==> src/rtl/fpadd_arbiter.sv <==
// Round-robin arbiter sharing one pipelined double-precision adder between two
// requesters. It applies a per-requester credit limit and returns each result to its requester using a tag.
module fpadd_arbiter #(
  parameter int LATENCY = 3,
  parameter int MAX_OUT = 4
) (
  input  logic        clk,
  input  logic        rst,
  input  logic        in0_valid,
  input  logic [63:0] in0_a,
  input  logic [63:0] in0_b,
  input  logic        in1_valid,
  input  logic [63:0] in1_a,
  input  logic [63:0] in1_b,
  output logic        in0_ready,
  output logic        in1_ready,
  output logic [63:0] add_a,
  output logic [63:0] add_b,
  input  logic [63:0] add_sum,
  output logic        out0_valid,
  output logic        out1_valid,
  output logic [63:0] out0_sum,
  output logic [63:0] out1_sum,
  output logic        busy,
  output logic [15:0] issue_count
);

  localparam logic [3:0] MAX_CNT = 4'(MAX_OUT);

  logic [3:0]       out_cnt0;
  logic [3:0]       out_cnt1;
  logic             last_grant;
  logic             elig0;
  logic             elig1;
  logic             xfer0;
  logic             xfer1;
  logic             xfer;
  logic [LATENCY:0] tag_valid;
  logic [LATENCY:0] tag_id;
  logic             ret_valid;
  logic             ret_id;

  assign elig0 = in0_valid && (out_cnt0 < MAX_CNT);
  assign elig1 = in1_valid && (out_cnt1 < MAX_CNT);

  // last_grant=1 means requester 1 won most recently, so requester 0 wins the next tie
  always_comb begin
    in0_ready = 1'b0;
    in1_ready = 1'b0;
    if (!rst) begin
      if (elig0 && elig1) begin
        in0_ready = last_grant;
        in1_ready = !last_grant;
      end else begin
        in0_ready = elig0;
        in1_ready = elig1;
      end
    end
  end

  assign xfer0 = in0_valid && in0_ready;
  assign xfer1 = in1_valid && in1_ready;
  assign xfer  = xfer0 || xfer1;

  always_ff @(posedge clk or posedge rst) begin
    if (rst) begin
      last_grant  <= 1'b1;
      add_a       <= 64'd0;
      add_b       <= 64'd0;
      issue_count <= 16'd0;
    end else begin
      if (xfer0) begin
        last_grant <= 1'b0;
        add_a      <= in0_a;
        add_b      <= in0_b;
      end else if (xfer1) begin
        last_grant <= 1'b1;
        add_a      <= in1_a;
        add_b      <= in1_b;
      end
      issue_count <= issue_count + 16'(xfer);
    end
  end

  // Tag stage LATENCY lines up with add_sum carrying that operation's result
  always_ff @(posedge clk or posedge rst) begin
    if (rst) begin
      tag_valid <= '0;
      tag_id    <= '0;
    end else begin
      tag_valid[0] <= xfer;
      tag_id[0]    <= xfer1;
      for (int i = 1; i <= LATENCY; i++) begin
        tag_valid[i] <= tag_valid[i-1];
        tag_id[i]    <= tag_id[i-1];
      end
    end
  end

  assign ret_valid = tag_valid[LATENCY];
  assign ret_id    = tag_id[LATENCY];
  assign busy      = |tag_valid;

  always_ff @(posedge clk or posedge rst) begin
    if (rst) begin
      out0_valid <= 1'b0;
      out1_valid <= 1'b0;
      out0_sum   <= 64'd0;
      out1_sum   <= 64'd0;
    end else begin
      out0_valid <= ret_valid && !ret_id;
      out1_valid <= ret_valid && ret_id;
      if (ret_valid && !ret_id) out0_sum <= add_sum;
      if (ret_valid && ret_id)  out1_sum <= add_sum;
    end
  end

  // A credit is released by the edge that sees out_valid, so a full requester regains ready one cycle after its pulse
  always_ff @(posedge clk or posedge rst) begin
    if (rst) begin
      out_cnt0 <= 4'd0;
      out_cnt1 <= 4'd0;
    end else begin
      case ({xfer0, out0_valid})
        2'b10:   out_cnt0 <= out_cnt0 + 4'd1;
        2'b01:   out_cnt0 <= out_cnt0 - 4'd1;
        default: out_cnt0 <= out_cnt0;
      endcase
      case ({xfer1, out1_valid})
        2'b10:   out_cnt1 <= out_cnt1 + 4'd1;
        2'b01:   out_cnt1 <= out_cnt1 - 4'd1;
        default: out_cnt1 <= out_cnt1;
      endcase
    end
  end

endmodule

==> config.mk <==
export PLATFORM = sky130hd
export DESIGN_NAME = fpadd_arbiter
export DESIGN_NICKNAME = d
export VERILOG_FILES = /design/src/rtl/fpadd_arbiter.sv
export SDC_FILE = /design/constraint.sdc
export NUM_CORES = 1
export LEC_CHECK = 0
export CAP_MARGIN = 10
export CORE_AREA = 2 2 236 238
export CTS_CLUSTER_DIAMETER = 50
export DETAILED_ROUTE_END_ITERATION = 8
export DIE_AREA = 0 0 238 240
export GPL_TIMING_DRIVEN = 0
export MAX_ROUTING_LAYER = met4
export SLEW_MARGIN = 20
export SYNTH_ARGS = -nofsm -noshare
export SYNTH_HDL_FRONTEND = slang
export SYNTH_SLANG_ARGS = --single-unit
==> constraint.sdc <==
create_clock -name clk -period 12.35 [get_ports clk]
set_input_delay 2.47 -clock clk [delete_from_list [all_inputs] [get_ports clk]]
set_output_delay 2.47 -clock clk [all_outputs]
set_load 0.02 [all_outputs]
Yosys cells after proc, flatten, opt, wreduce, memory -nomap -nowiden. Index checks and enable logic that the tools add are counted.

Register bits after elaboration: 291. Bits of input ports: 324.

Equality and inequality tests: 4. Muxes and demuxes: 12. Reductions and logical operators: 14. Add/subtract/negate cells: 5. $lt $le $gt $ge: 2.

Operators with widths (count): $mux 64 (4); $add 16x1->16 (1); $pmux 4 s2 (2); $add 4x1->4 const B (2); $lt 4x3->1 const B (2); $sub 4x1->4 const B (2); $logic_and 1x1->1 (7); $mux 1 (6); $reduce_bool 2->1 (3); $eq 2x1->1 const B (2); $eq 2x2->1 const B (2); $reduce_or 4->1 (1); $logic_not 1->1 (2); $logic_or 1x1->1 (1).

Logic depth before layout (Yosys ltp). Gate-level depths: netlist of run 1.

Word-level depth: 8. Mapped depth: 12. Mapped depth without buffers: 10.

Worst setup path before layout of run 1. Ideal clock, no wire load.

Path type: input port to output port. Start point: in in0_valid. End point: out in0_ready. Path buffers: 2. Path slack: 6225 ps. Arrival: 3655 ps. Stages on the path: 4. Required time: 9880 ps. Cells stage by stage: or3b_4 > a311oi_4 > buf_4 > buf_2.

Word-level cells in the longest chain between the ends: 4.

Ends and longest elaborated chain: start: declaration (line 9) `input logic in0_valid,`; $logic_and 1x1->1 * (line 43) `assign elig0 = in0_valid && (out_cnt0 < MAX_CNT);`; $logic_and 1x1->1 (line 51) `if (elig0 && elig1) begin`; $mux 1 * (line 51); $mux 1 * (line 50) `if (!rst) begin`; end: declaration (line 15) `output logic in0_ready,`.

Every way passes the cells marked *; elsewhere a longest branch is shown, timed or not.

Worst setup path after layout of run 1. Same ends and word-level chain as after synthesis.

==> out/summary.md, run 1 <==
Pin placement for this block handled 601 I/O pins. Dividing the detail-routed via count by the number of cells gives 4.283. Data on the critical path is required at its endpoint by 9.88 ns.

The largest stage delay on the critical path works out to 0.81 ns. The number of clock buffers inserted by TritonCTS came out at 40. Effective utilization at floorplan: 22.39%. After clock tree synthesis, the clock-pin slew on the worst setup and hold paths is 0.05 ns.

TritonCTS built the clock tree. The worst pin sits at a relative slew slack of 35.53%. For the number of hold violations in the final report, the log shows 0. The slowest stage of the critical path is the sky130_fd_sc_hd__a311oi_4 cell. Among the stages of the critical path, the cell type that occurs most often is sky130_fd_sc_hd__clkdlybuf4s50_1. The number of enable-type register cells in the synthesized netlist was 0. The worst setup path is of the in2out kind. The run gives 5.47 ns as the critical path arrival. For the static power due to leakage, the log shows 8.203 nW. The worst setup path is captured at an output pin.

The worst hold path belongs to the class reg2reg. The via count of the first global-routing pass is 10800. The total overflow reported by the global router was 0; the area share of the largest cell type after synthesis was 59.29%. The floorplan step set the die width to 238 um. After detailed routing, the number of remaining DRC violations is 0.

Dividing the synthesized area by the synthesized cell count gives 12.76 sq um. The run gives 2265 as the post-placement cell count. The clock sink count is 291, and the synthesized flop and latch total is 291.

For the worst flop-to-flop path, the logic depth is 12. For the global routing met3 resource utilization, the log shows 5.637%. The transition at the pin with the smallest max-transition slack works out to 0.9670 ns.

The post-detailed-route wirelength per cell is 19.77 um, and the post-cts resize count is 0. The hold buffer count at cts was 0. Subtracting the final worst setup slack from the clock period gives 7.942 ns. After synthesis the cells add up to 12240 sq um. The tools report the number of nets in the synthesized netlist as 1292.

The number of cell rows is 86, and the worst setup skew after layout is 0.01349 ns. STA classifies the critical path startpoint as an input pin. Dominant register cell in the synthesized netlist: sky130_fd_sc_hd__dfrtp_1. The run gives 0 as the total of max-cap violations. The max-slew violation count is 0, and the die footprint is 57120 sq um. Setup violations remaining at the end of the flow were counted as 0. The run gives 12 as the number of antenna violations at the first check in global routing. The signed area change from the synthesized netlist to the final layout works out to 68.47%. The count of nets left with antenna violations once routing finished came out at 0. The layer flagged by global routing as most heavily used is met2. The async set or reset register ratio after synthesis was 100.0%. Setup repair after global routing left no endpoint under its margin.

Clock latency on the worst-skew pair, taken at its later pin, is 0.54 ns. Before antenna repair, the detailed router went through 5 iterations. The finished layout holds 2344 standard cells, fillers aside. The H-tree was split into 2 levels.

The period utilization is 64.30%. The detailed router finished its first iteration with 345 violations. The number of unique standard cell types used by synthesis is 42. The die span in y came out at 240 um. The run finished with clean final reports.

The power density relative to cell area came out at 261.6 nW/um^2. The Yosys step of the flow raised 0 warnings. The biggest area contributor in the post-synthesis netlist is sky130_fd_sc_hd__dfrtp_1. The first global-routing pass estimated 66590 um of wire.

For the post-CTS setup buffer count, the log shows 0. Sequential elements use 59.51% of the synthesized area. Counting along the longest clock path gives a buffer depth of 3. The largest voltage drop on the vdd net is 0.0001548 V, and the met2 global-route usage is 26.79%. The tightest hold path in the finished design has a slack of 0.3460 ns. The ratio of cells with drive above 1 in the final layout came out at 14.59%. The signal on the critical path passes through clkdlybuf4s50_1, or3b_4, a311oi_4, buf_4, buf_2, clkdlybuf4s50_1. The global routing met1 resource utilization is 17.70%, and the placer's final routability congestion estimate is 0.8033. Timing would allow up to 125.9 MHz.

The final layout contains routed wiring with a total length of 46350 um. By area the synthesized netlist is led by sky130_fd_sc_hd__dfrtp_1 (59%), sky130_fd_sc_hd__mux2_2 (12%), sky130_fd_sc_hd__mux2i_1 (10%). The run gives 10040 as the number of vias in the routed layout. The tools report the library cell used as clock root buffer as sky130_fd_sc_hd__clkbuf_16. Entering global routing, the biggest net connects 101 pins. The number of cells traversed by the worst hold path was 0; the gate count of the mapped netlist was 959. The logs give 36310 um for the estimated wirelength of the detail-placed design and 16.01% for the global routing usage summed across all routing layers. Port buffering added 600 buffers. The final layout contains 1936 nets. The core region is 54660 sq um. In this run the worst path has a maximum fanout of 10.
==> sequential cells by signal, summed over array words and instances (netlist names), 4 cells and up <==
| name | count |
|---|---|
| out1_sum | 64 |
| add_b | 64 |
| issue_count | 16 |
| add_a | 64 |
| tag_valid | 4 |
| tag_id | 4 |
| out_cnt0 | 4 |
| out0_sum | 64 |
| out_cnt1 | 4 |
==> logic make-up (layout without fill, tap and decap cells) <==
logic type / Yosys count / count (layout) / share of synthesized area, %
fa+ha+maj: 9 / 9 / 0.9814
xor+xnor: 21 / 21 / 1.503
mux: 257 / 257 / 22.34
buf+inv: 69 / 741 / 3.619
other cells: 0 / 9 / 0
compound gates: 142 / 142 / 6.124
simple gates: 170 / 170 / 5.929
flops: 291 / 291 / 59.51
==> stage by stage <==
step / power, mW / setup slack, ns / util, % / instance area (sq um) / TNS [ns]
2_1_floorplan: 2.898 / 1.848 / - / 12240 / 0
3_3_place_gp: 4.165 / -2.265 / 34.99 / 19130 / -641.78
3_5_place_dp: 4.206 / 4.269 / 35.10 / 19190 / 0
4_1_cts: 5.477 / 4.256 / 37.68 / 20600 / 0
5_1_grt: 5.682 / 4.265 / 37.72 / 20620 / 0
6_report: 5.394 / 4.408 / 37.72 / 20620 / 0
==> worst paths after layout <==
kind	slack (ns)	end	start
worst max register to register	8.60	out_cnt0[2]$_DFFE_PP0P_	out_cnt0[2]$_DFFE_PP0P_
worst min-delay path	0.35	tag_id[1]$_DFF_PP0_	tag_id[0]$_DFF_PP0_
min in group asynchronous	2.59	out0_sum[26]$_DFFE_PP0P_	rst
worst max-delay path	4.41	in0_ready	in0_valid
worst min register to register	0.35	tag_id[1]$_DFF_PP0_	tag_id[0]$_DFF_PP0_
max in group asynchronous	8.73	add_a[5]$_DFFE_PP0N_	rst
==> worst max-delay path: cells and delay by family <==
kind,cells,cell delay (ns)
buffers and inverters,4,1.78
AO/OA/AOI/OAI,1,0.81
AND/OR/NAND/NOR,1,0.40
==> Yosys cell counts (2+ instances only) <==
cell                       count
sky130_fd_sc_hd__buf_2         9
sky130_fd_sc_hd__ha_1          8
sky130_fd_sc_hd__mux2i_1     128
sky130_fd_sc_hd__dfrtp_1     290
sky130_fd_sc_hd__nand3_1       6
sky130_fd_sc_hd__a21oi_1       4
sky130_fd_sc_hd__nor4_1        2
sky130_fd_sc_hd__buf_8        10
sky130_fd_sc_hd__nor3_1        2
sky130_fd_sc_hd__buf_6         2
sky130_fd_sc_hd__inv_1        11
sky130_fd_sc_hd__mux2_2      129
sky130_fd_sc_hd__nand2_1     136
sky130_fd_sc_hd__xnor2_1       9
sky130_fd_sc_hd__nor3b_1       2
sky130_fd_sc_hd__nor2_1        7
sky130_fd_sc_hd__clkbuf_2      6
sky130_fd_sc_hd__o21ai_1     101
sky130_fd_sc_hd__o21ai_0      31
sky130_fd_sc_hd__xor2_1       12
sky130_fd_sc_hd__clkbuf_1     20
sky130_fd_sc_hd__nand4_1       2
sky130_fd_sc_hd__and4_1        3
sky130_fd_sc_hd__buf_4        10
sky130_fd_sc_hd__nand2b_1      2
==> placed cells by master (no fill, tap or decap), types with 9 or more instances in the layout <==
| cell | Yosys | final |
|---|---|---|
| sky130_fd_sc_hd__o21ai_0 | 31 | 31 |
| sky130_fd_sc_hd__mux2i_1 | 128 | 128 |
| sky130_fd_sc_hd__clkbuf_16 | 0 | 41 |
| sky130_fd_sc_hd__buf_2 | 9 | 9 |
| sky130_fd_sc_hd__buf_8 | 10 | 10 |
| sky130_fd_sc_hd__buf_4 | 10 | 10 |
| sky130_fd_sc_hd__xnor2_1 | 9 | 9 |
| sky130_fd_sc_hd__clkdlybuf4s50_1 | 0 | 600 |
| sky130_fd_sc_hd__diode_2 | 0 | 9 |
| sky130_fd_sc_hd__nand2_1 | 136 | 136 |
| sky130_fd_sc_hd__mux2_2 | 129 | 129 |
| sky130_fd_sc_hd__o21ai_1 | 101 | 101 |
| sky130_fd_sc_hd__inv_1 | 11 | 10 |
| sky130_fd_sc_hd__dfrtp_1 | 290 | 290 |
| sky130_fd_sc_hd__xor2_1 | 12 | 12 |
| sky130_fd_sc_hd__clkbuf_1 | 20 | 27 |
==> power by group <==
part / internal (mW) / switching, mW
sequential: 1.42 / 0.264
combinational: 1.25 / 1.23
clock: 0.791 / 0.442
==> area by class of cell <==
class | instances | area, sq um
Antenna cell | 9 | 22.52
Clock buffer | 50 | 1080
Tap cell | 704 | 880.8
Fill cell | 5357 | 34040
Clock inverter | 20 | 329.1
Timing Repair Buffer | 602 | 6061
Sequential cell | 291 | 7283
Inverter | 11 | 48.80
Buffer | 58 | 401.6
Multi-Input combinational cell | 599 | 4513
==> per-layer routing <==
metal	routed length [um]	share of wire, %
met1	17860	39
met2	23070	50
met3	4149	9.0
met4	1270	2.7
met5	0	0
No activity file was read; power rests on OpenSTA's default activity.
==> run 2: changes to the inputs <==
--- a/config.mk
+++ b/config.mk
@@ -6,10 +6,10 @@
 export NUM_CORES = 1
 export LEC_CHECK = 0
 export CAP_MARGIN = 10
-export CORE_AREA = 2 2 236 238
+export CORE_AREA = 2 2 234 236
 export CTS_CLUSTER_DIAMETER = 50
 export DETAILED_ROUTE_END_ITERATION = 8
-export DIE_AREA = 0 0 238 240
+export DIE_AREA = 0 0 236 238
 export GPL_TIMING_DRIVEN = 0
 export MAX_ROUTING_LAYER = met4
 export SLEW_MARGIN = 20
==> constraint.sdc (replaced) <==
create_clock -name clk -period 6.35 [get_ports clk]
set_input_delay 1.27 -clock clk [delete_from_list [all_inputs] [get_ports clk]]
set_output_delay 1.27 -clock clk [all_outputs]
set_load 0.02 [all_outputs]
==> run 2 against run 1 <==
Clock power rose by 83%; critical path depth did not move; worst hold slack improved by 0.00088 ns; via count rose by 0.74%; global-route usage rose by 1.3 points; worst setup slack got worse by 3.3 ns; power rose by 92%; combinational power rose by 95%; sequential power rose by 95%; first-iteration DRC count rose by 3.5%; utilization rose by 0.99 points; largest cell class unchanged; highest routed layer unchanged.
==> out/summary.md, run 2 (synthesis results as in run 1) <==
The run finished with clean final reports. The via count of the first global-routing pass is 11050 (+2.3%), and the number of input and output port buffers inserted is 600 (unchanged). The run gives 0 (unchanged) as the total of endpoints with negative setup slack in the final report. Number of vias in the routed layout: 10110 (+0.74%). For the number of iterations in the first detailed-routing pass, the log shows 4 (-1).

The post-detailed-route wirelength per cell works out to 20.49 um (+3.6%). The worst register-to-register path ends at out_cnt0[2]$_DFFE_PP0P_. The initial detailed-routing violation count is 357 (+3.5%), and the number of hold violations in the final report is 0 (unchanged). Worst min-delay path class: reg2reg. The number of antenna violations at the first check in global routing came out at 16 (+4). The post-cts resize count came out at 0 (unchanged).

The post-layout instance count excluding filler cells came out at 2349 (+0.21%). The effective utilization at floorplan was 22.88% (+0.49 points). Leaving out fill and tap cells, the most frequent cells in the layout are sky130_fd_sc_hd__clkdlybuf4s50_1 (600), sky130_fd_sc_hd__dfrtp_1 (290), sky130_fd_sc_hd__nand2_1 (136). The signed area change from the synthesized netlist to the final layout works out to 69.19%. Setup repair after global routing left no endpoint under its margin. The maximum clock frequency was 190.8 MHz; the required time of the worst setup path was 5.08 ns (-4.80 ns). The hold buffer count at cts is 0 (unchanged). The post-CTS clock slew at the launch and capture registers of the worst setup and hold paths works out to 0.05 ns (about the same). The run gives 70710 um (+6.2%) as the wire length of the first global-routing pass.

The transition at the pin with the smallest max-transition slack came out at 0.9578 ns (-0.009251 ns). The die span in y works out to 238 um (-0.83%). The post-CTS setup buffer count was 0 (unchanged). Clock tree synthesis selected as its root buffer the cell sky130_fd_sc_hd__clkbuf_16. The final instance area is 20710 sq um (+0.42%), and the ratio of cells with drive above 1 in the final layout is 15.05% (+0.46 points). The number of cells traversed by the worst hold path is 0 (unchanged).

The detail-routed via count per cell works out to 4.306 (+0.52%). The H-tree depth reported by CTS is 2 (unchanged), and the number of cell rows is 85 (-1.2%). The final antenna-violating net count was 0 (unchanged); the critical path arrival was 3.97 ns (-1.50 ns). The tools report the die footprint as 56170 sq um (-1.7%). The I/O pin count is 601 (unchanged). The run gives 48130 um (+3.9%) as the routed wire length. The global routing usage summed across all routing layers was 17.33% (+1.3 points).

TritonCTS built the clock tree. The path with the worst hold slack has its endpoint at tag_id[1]$_DFF_PP0_. For the total overflow reported by the global router, the log shows 0 (unchanged). The maximum fanout count along the critical path is 10 (unchanged).

The startpoint-to-endpoint class of the critical path is in2out. The run gives 0 (unchanged) as the residual DRC count. For the worst setup skew after layout, the log shows 0.02179 ns (+0.008295 ns). The worst register-to-register path begins at out_cnt0[2]$_DFFE_PP0P_.

After layout, the worst path uses 82.54% of the clock period. The final net count is 1945 (+0.46%). The worst setup path is launched from an input pin. For the total of max-cap violations, the log shows 0 (unchanged). The latest clock arrival within the worst-skew pair is 0.55 ns (about the same), and the clock period minus worst slack is 5.241 ns. For the pin count of the biggest net entering global routing, the log shows 35 (-65%). The max-slew violation count was 0 (unchanged); the placer's final routability congestion estimate was 0.8517 (+6.0%).

The logs give 36.15% (+0.62 points) for the headroom to the max-slew limit and 2.92 ns (-5.68 ns) for the slack of the worst reg-to-reg path. Length in cells of the worst reg-to-reg path: 12 (unchanged). For the largest voltage drop on the vdd net, the log shows 0.0002348 V (+52%). The width of the chip works out to 236 um (-0.84%). The hold path startpoint was tag_id[0]$_DFF_PP0_. The clock sink count was 291 (unchanged). The run gives 3 (unchanged) as the maximum buffer depth of the clock tree. The tools report the area of the core region as 53500 sq um (-2.1%).

The total placed instance area was 19330 sq um (+0.76%). The post-placement cell count was 2265 (unchanged). The estimated wirelength of the detail-placed design is 37930 um (+4.5%), and the share of the core filled with cells is 38.71% (+0.99 points). The most common cell after layout, fill and taps aside was sky130_fd_sc_hd__clkdlybuf4s50_1. The run gives 41 (+2.5%) as the number of clock buffers inserted by TritonCTS. The capturing element type of the critical path was an output pin. The power density relative to cell area was 500.6 nW/um^2 (+91%). The run gives 8.233 nW (+0.37%) as the static power due to leakage.
-- run 2: changes by cell type in the layout (fill, tap and decap cells not counted), sizes merged --
cell | before | now
buf | 34 | 42
bufinv | 8 | 2
clkbuf | 76 | 81
diode | 9 | 12
clkinvlp | 0 | 2
inv | 17 | 18
-- run 2: worst max path at each step --
stage / startpoint / end / cells after the start
after floorplan: rst / add_a[0]$_DFFE_PP0N_ / 1
after global placement: rst / add_b[53]$_DFFE_PP0N_ / 2
after detailed placement: in0_valid / in0_ready / 6
after CTS: in0_valid / in0_ready / 6
after global routing: in0_valid / in0_ready / 6
final: in0_valid / in0_ready / 6
-- run 2: cell type report --
type	instances	area, sq um
fill	5191	32790
timing repair buffer	610	6221
tap	696	870.8
inverter	11	45.04
clock buffer	55	1139
antenna	12	30.03
multi-input combinational	599	4513
sequential	291	7283
clock inverter	17	203.9
buffer	58	401.6
-- run 2: per-layer routing --
layer	vias up	wire [um]	track usage, %
met5	-	0	-
met4	0	1233	5.520
met3	58	4191	6.340
met2	423	24410	30.12
met1	4972	18290	18.29
li1	4661	-	-
-- run 2: metrics by stage --
step | total power [mW] | TNS, ns | hold WS [ns] | setup WS, ns
after CTS | 10.51 | 0 | 0.3479 | 0.9383
after floorplan | 5.638 | 0 | 0.3312 | 1.220
after global placement | 8.109 | -372.21 | 0.3468 | -1.325
after detailed placement | 8.187 | 0 | 0.3355 | 0.9495
after global routing | 10.93 | 0 | 0.3594 | 0.9414
final | 10.37 | 0 | 0.3468 | 1.109
-- run 2: worst max-delay path: stages --
cell and delay (ns):
sky130_fd_sc_hd__clkdlybuf4s50_1 0.45, sky130_fd_sc_hd__or3b_4 0.41, sky130_fd_sc_hd__a311oi_4 0.61, sky130_fd_sc_hd__buf_4 0.33, sky130_fd_sc_hd__buf_2 0.26, sky130_fd_sc_hd__clkdlybuf4s50_1 0.64
-- run 2: report_power, final --
| group | switching [mW] | internal (mW) |
|---|---|---|
| Combinational | 2.40 | 2.44 |
| Sequential | 0.518 | 2.76 |
| Clock | 0.891 | 1.36 |
| Total | 3.81 | 6.56 |
==> run 3: changes to the inputs <==
==> constraint.sdc (replaced) <==
create_clock -name clk -period 4.5 [get_ports clk]
set_input_delay 0.9 -clock clk [delete_from_list [all_inputs] [get_ports clk]]
set_output_delay 0.9 -clock clk [all_outputs]
set_load 0.02 [all_outputs]
==> run 3 against run 2 <==
Worst hold slack about the same; register-to-register slack worse by 1.7 ns; combinational power up 41%; cell count about the same; power up 41%; worst setup slack worse by 0.72 ns; routed wire length up 0.13%; non-clock buffer count up 1; sequential power up 41%; sequential cell count unchanged; final area about the same; utilization about the same; largest cell class unchanged.
==> out/summary.md, run 3 (synthesis results as in run 1) <==
The estimated wirelength of the detail-placed design was 37930 um (unchanged). Setup repair after global routing left no endpoint under its margin. The largest voltage drop on the vdd net came out at 0.0003312 V (+41%). The post-detailed-route wirelength per cell works out to 20.51 um (about the same). The type of element launching the critical path was an input pin. For the total overflow reported by the global router, the log shows 0 (unchanged). Counting stages on the worst path, the most repeated cell is sky130_fd_sc_hd__clkdlybuf4s50_1. Static timing analysis puts the maximum clock frequency at 243.3 MHz. The run gives 1 (+1) as the post-CTS setup buffer count. The run gives 0 (unchanged) as the post-cts resize count. The worst min-delay path class is reg2reg.

The run gives 3 (unchanged) as the maximum buffer depth of the clock tree. The flow ran to the end, and the final reports show no timing, DRC or antenna violations. The run gives 48190 um (+0.13%) as the routed wire length.

The signed area change from the synthesized netlist to the final layout came out at 69.25% (about the same). The top cell types in the final layout, fill and taps aside, are sky130_fd_sc_hd__clkdlybuf4s50_1 (600), sky130_fd_sc_hd__dfrtp_1 (290), sky130_fd_sc_hd__nand2_1 (136). For the global routing usage summed across all routing layers, the log shows 17.33% (about the same). The critical path arrival came out at 3.21 ns (-0.76 ns). The logs give 4 (unchanged) for the number of iterations in the first detailed-routing pass and 5192 (+0.019%) for the fill cell total of the finished layout.

The maximum fanout count along the critical path came out at 10 (unchanged). The run gives 3.60 ns (-1.48 ns) as the required time of the worst setup path. The latest clock arrival within the worst-skew pair was 0.55 ns (about the same). The headroom to the max-slew limit is 36.31% (+0.16 points), and the post-layout instance count excluding filler cells is 2350 (+0.043%). For the sum of negative setup slack, the log shows 0 ns (unchanged).

The tools report the hold buffer count at cts as 0 (unchanged). The via count of the first global-routing pass was 11050 (+0.018%); the total of max-cap violations was 0 (unchanged). The run gives 19330 sq um (unchanged) as the total placed instance area. The sequential standard cell area was 7283 sq um (unchanged); the post-CTS clock slew at the launch and capture registers of the worst setup and hold paths was 0.05 ns (about the same).

The static power due to leakage is 8.238 nW (about the same), and the residual DRC count is 0 (unchanged). The most common cell after layout, fill and taps aside was sky130_fd_sc_hd__clkdlybuf4s50_1. TritonCTS built the clock tree. The tools report the max-slew violation count as 0 (unchanged).

The total of endpoints with negative setup slack in the final report was 0 (unchanged); the H-tree depth reported by CTS was 2 (unchanged). STA classifies the critical path endpoint as an output pin. The logs give 53500 sq um (unchanged) for the area of the core region and 20710 sq um (about the same) for the final instance area. The initial detailed-routing violation count was 340 (-4.8%); the placer's final routability congestion estimate was 0.8517 (unchanged). The ratio of cells with drive above 1 in the final layout was 15.10% (+0.052 points). The clock period could shrink to 4.110 ns. For the effective utilization at floorplan, the log shows 22.88% (unchanged).

The run gives 35 (unchanged) as the pin count of the biggest net entering global routing. The I/O pin count came out at 601 (unchanged). The worst setup path is of the in2out kind. Number of clock buffers inserted by TritonCTS: 41 (unchanged). The post-placement cell count came out at 2265 (unchanged). The run gives 291 (unchanged) as the clock sink count. The final antenna-violating net count is 0 (unchanged), and the count of buffering cells on the critical path with inverters included is 4 (unchanged). The critical path goes through clkdlybuf4s50_1, or3b_4, a311oi_4, buf_4, buf_2, clkdlybuf4s50_1.

The wire length of the first global-routing pass came out at 70730 um (about the same). Cell family contributing the most delay on the critical path: buffers and inverters. Transition at the pin with the smallest max-transition slack: 0.9554 ns (-0.002416 ns). The number of vias in the routed layout was 10120 (+0.089%); the final worst hold slack was 0.3468 ns (+0.000001000 ns). The number of hold violations in the final report is 0 (unchanged), and the worst setup slack before clock tree synthesis is -0.1605 ns (-1.110 ns). The tools report the share of the core filled with cells as 38.72% (about the same).

Final critical-path setup slack: 0.3898 ns (-0.7189 ns). For this design, the slowest cell found on the critical path is sky130_fd_sc_hd__clkdlybuf4s50_1. The power density relative to cell area was 706.3 nW/um^2 (+41%); the post-layout total power was 14.63 mW (+41%).

The die span in y was 238 um (unchanged); the period utilization was 91.34%. The logs give 0.02170 ns (-0.00009240 ns) for the worst setup skew after layout and 56170 sq um (unchanged) for the die footprint. The detail-routed via count per cell was 4.308 (about the same). The largest stage delay on the critical path came out at 0.64 ns (about the same).

The number of antenna violations at the first check in global routing is 16 (unchanged), and the number of input and output port buffers inserted is 600 (unchanged). Library cell used as clock root buffer: sky130_fd_sc_hd__clkbuf_16. Number of cell rows: 85 (unchanged). The logs give 4513 sq um (unchanged) for the total area of multi-input combinational cells and 1946 (+0.051%) for the final net count.

The width of the chip was 236 um (unchanged).
## run 3: cell count changes in the layout (fill, tap and decap cells not counted), sizes merged
cell	change
buf	+1
## run 3: worst reg2reg max path, cell delays in order, from the launching register on
cell,delay (ns)
sky130_fd_sc_hd__dfrtp_1,0.42
sky130_fd_sc_hd__or4b_4,0.54
sky130_fd_sc_hd__o21ba_1,0.25
sky130_fd_sc_hd__buf_4,0.20
sky130_fd_sc_hd__buf_8,0.22
sky130_fd_sc_hd__buf_8,0.20
sky130_fd_sc_hd__inv_1,0.06
sky130_fd_sc_hd__ha_1,0.26
sky130_fd_sc_hd__ha_1,0.30
sky130_fd_sc_hd__a21oi_1,0.22
sky130_fd_sc_hd__o21ai_0,0.15
sky130_fd_sc_hd__o311ai_0,0.31
## run 3: final cells by class
cell class	instances	area share (%)
buffer	58	1.939
sequential	291	35.16
multi-input combinational	599	21.79
inverter	11	0.2174
antenna	12	0.1450
tap	696	4.204
clock inverter	17	0.9845
timing repair buffer	611	30.07
clock buffer	55	5.496
## run 3: worst paths after layout
kind	from	endpoint	slack [ns]	depth (start not counted)
worst max-delay path	in0_valid	in0_ready	0.39	6
worst min-delay path	tag_id[0]$_DFF_PP0_	tag_id[1]$_DFF_PP0_	0.35	0
worst max register to register	out_cnt1[3]$_DFFE_PP0P_	out_cnt1[3]$_DFFE_PP0P_	1.25	11
worst min register to register	tag_id[0]$_DFF_PP0_	tag_id[1]$_DFF_PP0_	0.35	0
max in group asynchronous	rst	add_b[58]$_DFFE_PP0N_	2.48	6
min in group asynchronous	rst	out_cnt0[3]$_DFFE_PP0P_	0.83	2
## run 3: per-layer routing
layer / up-vias / global-route usage [%] / wire (um)
met1: 4975 / 18.31 / 18230
li1: 4661 / - / -
met5: - / - / 0
met2: 426 / 30.09 / 24360
met4: 0 / 5.520 / 1314
met3: 61 / 6.351 / 4286
## run 3: power by group
part           leakage, nW  switching (mW)  internal [mW]
clock                0.654            1.26           1.92
sequential            3.50           0.732           3.89
combinational         4.08            3.39           3.45
total                 8.24            5.38           9.25
